==> config.mk <==
export PLATFORM = sky130hd
export DESIGN_NAME = mc_control_fsm
export DESIGN_NICKNAME = d
export VERILOG_FILES = /design/src/rtl/mc_control_fsm.sv
export SDC_FILE = /design/constraint.sdc
export NUM_CORES = 1
export LEC_CHECK = 0
export CAP_MARGIN = 20
export CORE_MARGIN = 3
export CORE_UTILIZATION = 38
export DETAILED_ROUTE_END_ITERATION = 10
export PLACE_DENSITY = 0.76
export RECOVER_POWER = 100
export SYNTH_ARGS = -nofsm -noshare
export SYNTH_HDL_FRONTEND = slang
export SYNTH_SLANG_ARGS = --single-unit
export TNS_END_PERCENT = 10
==> constraint.sdc <==
create_clock -name clk -period 1.37 [get_ports clk]
set_input_delay 0.274 -clock clk [delete_from_list [all_inputs] [get_ports clk]]
set_output_delay 0.274 -clock clk [all_outputs]
set_load 0.02 [all_outputs]
==> src/rtl/mc_control_fsm.sv <==
// ---------------------------------------------------------------------------
// mc_control_fsm
//
// Main controller for a multicycle MIPS datapath. Each instruction is walked
// through fetch, decode, execute, memory and writeback states. The controller
// drives the datapath enables and mux selects, and produces the 2-bit aluop
// used by the ALU decoder (00 = add, 01 = subtract, 10 = use funct field).
//
// Supported opcodes: lw, sw, R-type, beq, addi, and j when MC_JUMP_EN is
// defined. Without MC_JUMP_EN, op 000010 is illegal: it pulses illegal_op
// and returns to FETCH.
//
// Parameters
//   USE_MEM_READY : 1 = FETCH/MEMRD/MEMWR wait for mem_ready,
//                   0 = mem_ready ignored (each memory state lasts one cycle)
//
// Ports
//   clk         in   rising-edge clock
//   reset_n     in   asynchronous active-low reset
//   op[5:0]     in   instr[31:26] from the instruction register
//   mem_ready   in   memory access completes this cycle
//   aluop[1:0]  out  to ALU decoder
//   alusrca     out  0 = PC, 1 = register A
//   alusrcb     out  00 = B, 01 = 4, 10 = signimm, 11 = signimm<<2
//   pcsrc[1:0]  out  00 = ALU result, 01 = ALUOut, 10 = jump target
//   iord        out  memory address select, 1 = ALUOut
//   irwrite     out  instruction register enable
//   pcwrite     out  unconditional PC enable
//   branch      out  PC enable qualified by zero in the datapath
//   regwrite    out  register file write
//   regdst      out  1 = rd, 0 = rt
//   memtoreg    out  1 = data register
//   memwrite    out  memory write strobe
//   retire      out  one-cycle pulse, instruction complete
//   illegal_op  out  one-cycle pulse, unsupported opcode in DECODE
// ---------------------------------------------------------------------------
module mc_control_fsm #(
    parameter int USE_MEM_READY = 1
) (
    input  logic       clk,
    input  logic       reset_n,
    input  logic [5:0] op,
    input  logic       mem_ready,
    output logic [1:0] aluop,
    output logic       alusrca,
    output logic [1:0] alusrcb,
    output logic [1:0] pcsrc,
    output logic       iord,
    output logic       irwrite,
    output logic       pcwrite,
    output logic       branch,
    output logic       regwrite,
    output logic       regdst,
    output logic       memtoreg,
    output logic       memwrite,
    output logic       retire,
    output logic       illegal_op
);

    localparam logic [5:0] OP_LW   = 6'b100011;
    localparam logic [5:0] OP_SW   = 6'b101011;
    localparam logic [5:0] OP_RTYP = 6'b000000;
    localparam logic [5:0] OP_BEQ  = 6'b000100;
    localparam logic [5:0] OP_ADDI = 6'b001000;
`ifdef MC_JUMP_EN
    localparam logic [5:0] OP_J    = 6'b000010;
`endif

    typedef enum logic [3:0] {
        S_FETCH   = 4'd0,
        S_DECODE  = 4'd1,
        S_MEMADR  = 4'd2,
        S_MEMRD   = 4'd3,
        S_MEMWB   = 4'd4,
        S_MEMWR   = 4'd5,
        S_RTYPEEX = 4'd6,
        S_RTYPEWB = 4'd7,
        S_BEQEX   = 4'd8,
        S_ADDIEX  = 4'd9,
        S_ADDIWB  = 4'd10,
        S_JEX     = 4'd11
    } state_t;

    state_t state_reg;
    state_t state_next;

    logic ready;

    // With the handshake disabled, every memory access completes at once.
    assign ready = (USE_MEM_READY != 0) ? mem_ready : 1'b1;

    always_ff @(posedge clk or negedge reset_n) begin
        if (!reset_n) begin
            state_reg <= S_FETCH;
        end else begin
            state_reg <= state_next;
        end
    end

    always_comb begin
        state_next = S_FETCH;
        aluop      = 2'b00;
        alusrca    = 1'b0;
        alusrcb    = 2'b00;
        pcsrc      = 2'b00;
        iord       = 1'b0;
        irwrite    = 1'b0;
        pcwrite    = 1'b0;
        branch     = 1'b0;
        regwrite   = 1'b0;
        regdst     = 1'b0;
        memtoreg   = 1'b0;
        memwrite   = 1'b0;
        retire     = 1'b0;
        illegal_op = 1'b0;

        // Outputs are gated by reset_n directly so that an in-flight
        // register or memory write is dropped the moment reset asserts,
        // not at the next clock edge.
        if (reset_n) begin
            case (state_reg)
                S_FETCH: begin
                    alusrcb = 2'b01;
                    irwrite = ready;
                    pcwrite = ready;
                    state_next = ready ? S_DECODE : S_FETCH;
                end
                S_DECODE: begin
                    alusrcb = 2'b11;
                    case (op)
                        OP_LW, OP_SW: state_next = S_MEMADR;
                        OP_RTYP:      state_next = S_RTYPEEX;
                        OP_BEQ:       state_next = S_BEQEX;
                        OP_ADDI:      state_next = S_ADDIEX;
`ifdef MC_JUMP_EN
                        OP_J:         state_next = S_JEX;
`endif
                        default: begin
                            illegal_op = 1'b1;
                            state_next = S_FETCH;
                        end
                    endcase
                end
                S_MEMADR: begin
                    alusrca = 1'b1;
                    alusrcb = 2'b10;
                    // Only lw/sw reach here; anything but sw is a load.
                    state_next = (op == OP_SW) ? S_MEMWR : S_MEMRD;
                end
                S_MEMRD: begin
                    iord = 1'b1;
                    state_next = ready ? S_MEMWB : S_MEMRD;
                end
                S_MEMWB: begin
                    memtoreg = 1'b1;
                    regwrite = 1'b1;
                    retire   = 1'b1;
                end
                S_MEMWR: begin
                    // Write strobe held until memory accepts it.
                    iord     = 1'b1;
                    memwrite = 1'b1;
                    retire   = ready;
                    state_next = ready ? S_FETCH : S_MEMWR;
                end
                S_RTYPEEX: begin
                    alusrca = 1'b1;
                    aluop   = 2'b10;
                    state_next = S_RTYPEWB;
                end
                S_RTYPEWB: begin
                    regdst   = 1'b1;
                    regwrite = 1'b1;
                    retire   = 1'b1;
                end
                S_BEQEX: begin
                    alusrca = 1'b1;
                    aluop   = 2'b01;
                    pcsrc   = 2'b01;
                    branch  = 1'b1;
                    retire  = 1'b1;
                end
                S_ADDIEX: begin
                    alusrca = 1'b1;
                    alusrcb = 2'b10;
                    state_next = S_ADDIWB;
                end
                S_ADDIWB: begin
                    regwrite = 1'b1;
                    retire   = 1'b1;
                end
`ifdef MC_JUMP_EN
                S_JEX: begin
                    pcsrc   = 2'b10;
                    pcwrite = 1'b1;
                    retire  = 1'b1;
                end
`endif
                // Unused encodings (and JEX when jumps are disabled)
                // fall back to FETCH with all outputs inactive.
                default: state_next = S_FETCH;
            endcase
        end
    end

endmodule

Word level (Yosys, flattened, before mapping) --
Cells that the tools add are included.
Cells by class: add/sub/neg operators 0, multipliers 0, div/mod/pow operators 0, order comparisons 0, equal/unequal tests 14, shift-type cells 0, muxes and demuxes 34, bitwise operators 0, reduce and logical (&&, ||, !) cells 9
Operators with widths (count):
- case mux 4 bit (7 select lines) | 1
- 2-to-1 mux 1 bit | 23
- equality test 4 x 3 -> 1 bit, second input constant | 4
- case mux 4 bit (4 select lines) | 1
- equality test 4 bit, second input constant | 3
- equality test 6 bit, second input constant | 2
- 2-to-1 mux 3 bit | 3
- equality test 4 x 2 -> 1 bit, second input constant | 2
- OR reduction 4 bit | 2
- equality test 6 x 3 -> 1 bit, second input constant | 1
- equality test 6 x 4 -> 1 bit, second input constant | 1
- zero test 6 bit | 1
- case mux 2 bit (3 select lines) | 1
- OR reduction 2 bit | 3
- OR reduction 5 bit | 1
- equality test 4 x 1 -> 1 bit, second input constant | 1
- zero test 4 bit | 1
- 2-to-1 mux 2 bit | 2
- 2-to-1 mux 4 bit | 1
- case mux 2 bit (2 select lines) | 1
- OR reduction 3 bit | 1
- case mux 1 bit (2 select lines) | 1
Storage, ports and cells: register bits 4, latch bits 0, memory bits (writable) 0, bits in read-only memories 0, bits of input ports 9, output and inout bits 17, word-level logic and storage cells 58, memories kept 0

Logic depth before layout (Yosys ltp) --
word-level depth 5, depth in mapped cells 6, mapped depth without buffers 4

Worst setup path after synthesis --
Ideal clock, no wire load.
kind reg2out, start register state_reg[2], end output pcwrite, arrival 1.966 ns, setup slack -0.870 ns, stages on the path, launching flop included 7, path buffers 2, cell sequence dfrtp_1 -> buf_4 -> inv_1 -> nand2_1 -> nor3_2 -> nor3b_1 -> buf_4
Between the ends: word-level cells in the longest chain between the ends 3
RTL lines:
- start: declaration | line 84 | state_t state_reg;
- start signal: assignment | line 96 | state_reg <= state_next;
- zero test 4 bit
- 2-to-1 mux 1 bit (2 in series)
- end: declaration | line 50 | output logic pcwrite,
No other way between the ends.

Worst setup path after layout --
start register state_reg[3], end output retire
Between the ends: word-level cells in the longest chain between the ends 4, elaborated cells between the ends (all ways) 8, classes of those cells eq/ne: 5; mux: 2; reduce/logical: 1
RTL lines:
- equality test 4 bit or equality test 4 x 3 -> 1 bit (tied branches) | line 121 | case (state_reg)
- OR reduction 4 bit (no source line)
- case mux 1 bit (2 select lines) * | line 121
- 2-to-1 mux 1 bit * | line 120 | if (reset_n) begin
- end: declaration | line 56 | output logic retire,
Every way passes the cells marked *; elsewhere a longest branch is shown, timed or not.

==> results.sh <==
export IMPL_cap_violations=0
export IMPL_dieArea_um2=2188
export IMPL_fmax_ghz=0.5359
export IMPL_num_rows=14
export IMPL_p_per_area_nw_per_um2=415.8
export IMPL_critPathMaxStageDelay_ps=370
export IMPL_critPathLaunchType="flop"
export IMPL_synth_seq_cells=4
export IMPL_yosysWarnings=0
export IMPL_clockBufferDepth=2
export IMPL_first_iter_violations=11
export IMPL_synth_edff_count=0
export IMPL_holdBufCountCts=0
export IMPL_io_pins=26
export IMPL_antenna_found_initial=0
export IMPL_cts_made_buffers=3
export IMPL_min_path_type="in -> async"
export IMPL_cts_tree="yes"
export IMPL_hold_viol_final=0
export IMPL_place_area_um2=1039
export IMPL_path_delay_family="compound AO/OA/AOI/OAI gates"
export IMPL_grt_overflow=0
export IMPL_final_nets=139
export IMPL_wl_per_cell_um=13.28
export IMPL_rsz0062_at_grt="true"
export IMPL_total_power_mw=0.4474
export IMPL_die_h_um=46.78
export IMPL_core_region_area_um2=1541
export IMPL_post_route_period_util=1.362
export IMPL_wl_um=1913
export IMPL_viasPerCell=5.424
export IMPL_hpwlAfterDp_um=1516
export IMPL_setup_violations=19
export IMPL_fin_worst_skew_ps=5.766
export IMPL_fin_crit_ps=1866
export IMPL_cp_required_ps=1100
export IMPL_use_met3=0.02299
export IMPL_timing_rr_start="state_reg[1]$_DFF_PN0_"
export IMPL_p_leak_nw=0.5021
export IMPL_cp_max_fo=4
export IMPL_antennaDiodeCount=0
export IMPL_synthCells=86
export IMPL_dp_slack_ps=-979.7
export IMPL_cp_startpoint="state_reg[3]$_DFF_PN0_"
export IMPL_crit_type="reg -> out"
export IMPL_start_util=0.4099
export IMPL_numPortBuffers=24
export IMPL_met2_usage=0.3740
export IMPL_clock_sinks=4
export IMPL_numPlacedInstances=141
export IMPL_run_status="finished with violations"
export IMPL_worstPathCellList="or2b_4 > o21ai_1 > a32o_2 > a221o_1 > buf_6"
export IMPL_firstDrtPassIters=4
export IMPL_clk_latency_ps=240
export IMPL_syn2layout_area_growth_pct=70.30
export IMPL_end_kind="output pin"
export IMPL_clkTransAtPathRegs_ps=40
export IMPL_gp_congestion=0.8465
export IMPL_grt_usage=0.1998
export IMPL_async_reset_ff_frac=1.000
export IMPL_ant_nets=0
export IMPL_route_detailed_drc=0
export IMPL_vias=781
export IMPL_yosysUniqueCellTypes=43
export IMPL_fin_area_um2=1076
export IMPL_largest_reg_flops=4
export IMPL_grt_busiest_layer="met2"
export IMPL_critPathArrivalTime_ps=1590
export IMPL_setup_slack_ps=-496.2
export IMPL_violations="negative setup slack"
export IMPL_grt_pass1_wl_um=3187
export IMPL_syn_nets=95
export IMPL_clock_root_buffer="clkbuf_4"
export IMPL_slowest_stage="dfrtp_1"
export IMPL_slew_violations=0
export IMPL_layoutNonFillerInstCount=144
export IMPL_worst_path_buf_inv=1
export IMPL_synth_flop_cell="dfrtp_1"
export IMPL_chipWidth_um=46.78
export IMPL_ys_seq_area_frac=0.1584
export IMPL_netlist_area_um2=631.9
export IMPL_grt_pass1_vias=741
export IMPL_grt_max_degree=11
export IMPL_syn_avg_cell_area_um2=7.347
export IMPL_drive_gt1_frac=0.4766
export IMPL_ir_drop_v=0.0004881
export IMPL_met1_usage=0.2299
export IMPL_h_tree_depth=1
logic make-up after synthesis:
kind of cell / share of synthesized area
AO/OA/AOI/OAI: 0.2455
XOR/XNOR: 0.04159
buffers and inverters: 0.1485
flip-flops: 0.1584
other: 0.005935
AND/OR/NAND/NOR: 0.4000
placed cells by master, fill, tap and decap left out, drive strengths merged, types with 4 or more instances in the layout:
cell	netlist	layout
buf	10	38
clkbuf	0	4
clkdlybuf4s50	0	7
dfrtp	4	4
inv	5	5
nand2	4	4
nor2	13	13
nor3	6	6
o21ai	4	4
power by group:
part | switching, mW | internal, mW
clock | 0.0539 | 0.0984
combinational | 0.0821 | 0.0872
sequential | 0.00441 | 0.121
total | 0.140 | 0.307
per-layer routing:
metal,routed length (µm),part of all wire,up-vias
met4,29,0.015,0
met3,129,0.067,4
met2,1003,0.52,32
li1,-,-,392
met1,751,0.39,353
met5,0,0,-
final timing paths:
| path | endpoint | slack (ps) | cells past startpoint |
|---|---|---|---|
| max reg2reg | state_reg[2]$_DFF_PN0_ | -110 | 6 |
| max in group asynchronous | state_reg[0]$_DFF_PN0_ | 740 | 2 |
| min in group clk | state_reg[3]$_DFF_PN0_ | 710 | 4 |
| min | state_reg[3]$_DFF_PN0_ | 370 | 2 |
| max | retire | -500 | 5 |
| min reg2reg | state_reg[1]$_DFF_PN0_ | 810 | 4 |
cell usage after synthesis (2+ instances only):
cell type,instances,area share
nor2_1,13,0.077
buf_4,5,0.059
nor3_1,5,0.040
dfrtp_1,4,0.16
inv_1,4,0.024
nand2_1,4,0.024
a21oi_1,3,0.024
a31oi_1,3,0.030
buf_2,3,0.024
nand3_1,3,0.024
o21ai_1,3,0.024
buf_6,2,0.036
nand2b_1,2,0.020
nor2b_1,2,0.020
xnor2_1,2,0.028
stage by stage:
stage / util / hold WS (ps) / setup TNS [ps]
5_1_grt: 0.6981 / 411.6 / -7400
4_1_cts: 0.6834 / 334.0 / -5895
3_5_place_dp: 0.6737 / 772.9 / -14910
3_3_place_gp: 0.6737 / 757.2 / -14370
2_1_floorplan: - / -21.59 / -1816
6_report: 0.6981 / 367.8 / -5744
final cells by class:
cell class                      instances  area [µm²]
Multi-Input combinational cell         67       501.7
Fill cell                             135       465.4
Timing Repair Buffer                   49       409.1
Sequential cell                         4       101.3
Clock buffer                            3       22.52
Inverter                                5       21.27
Tap cell                               16       20.02
what timing repair did:
action                                  in CTS  in global routing
gates resized for setup                     80                  8
setup buffers                                0                  0
endpoints found under the setup margin      19                 19
pin swaps                                    1                  2
No activity file was read; power rests on OpenSTA's default activity.
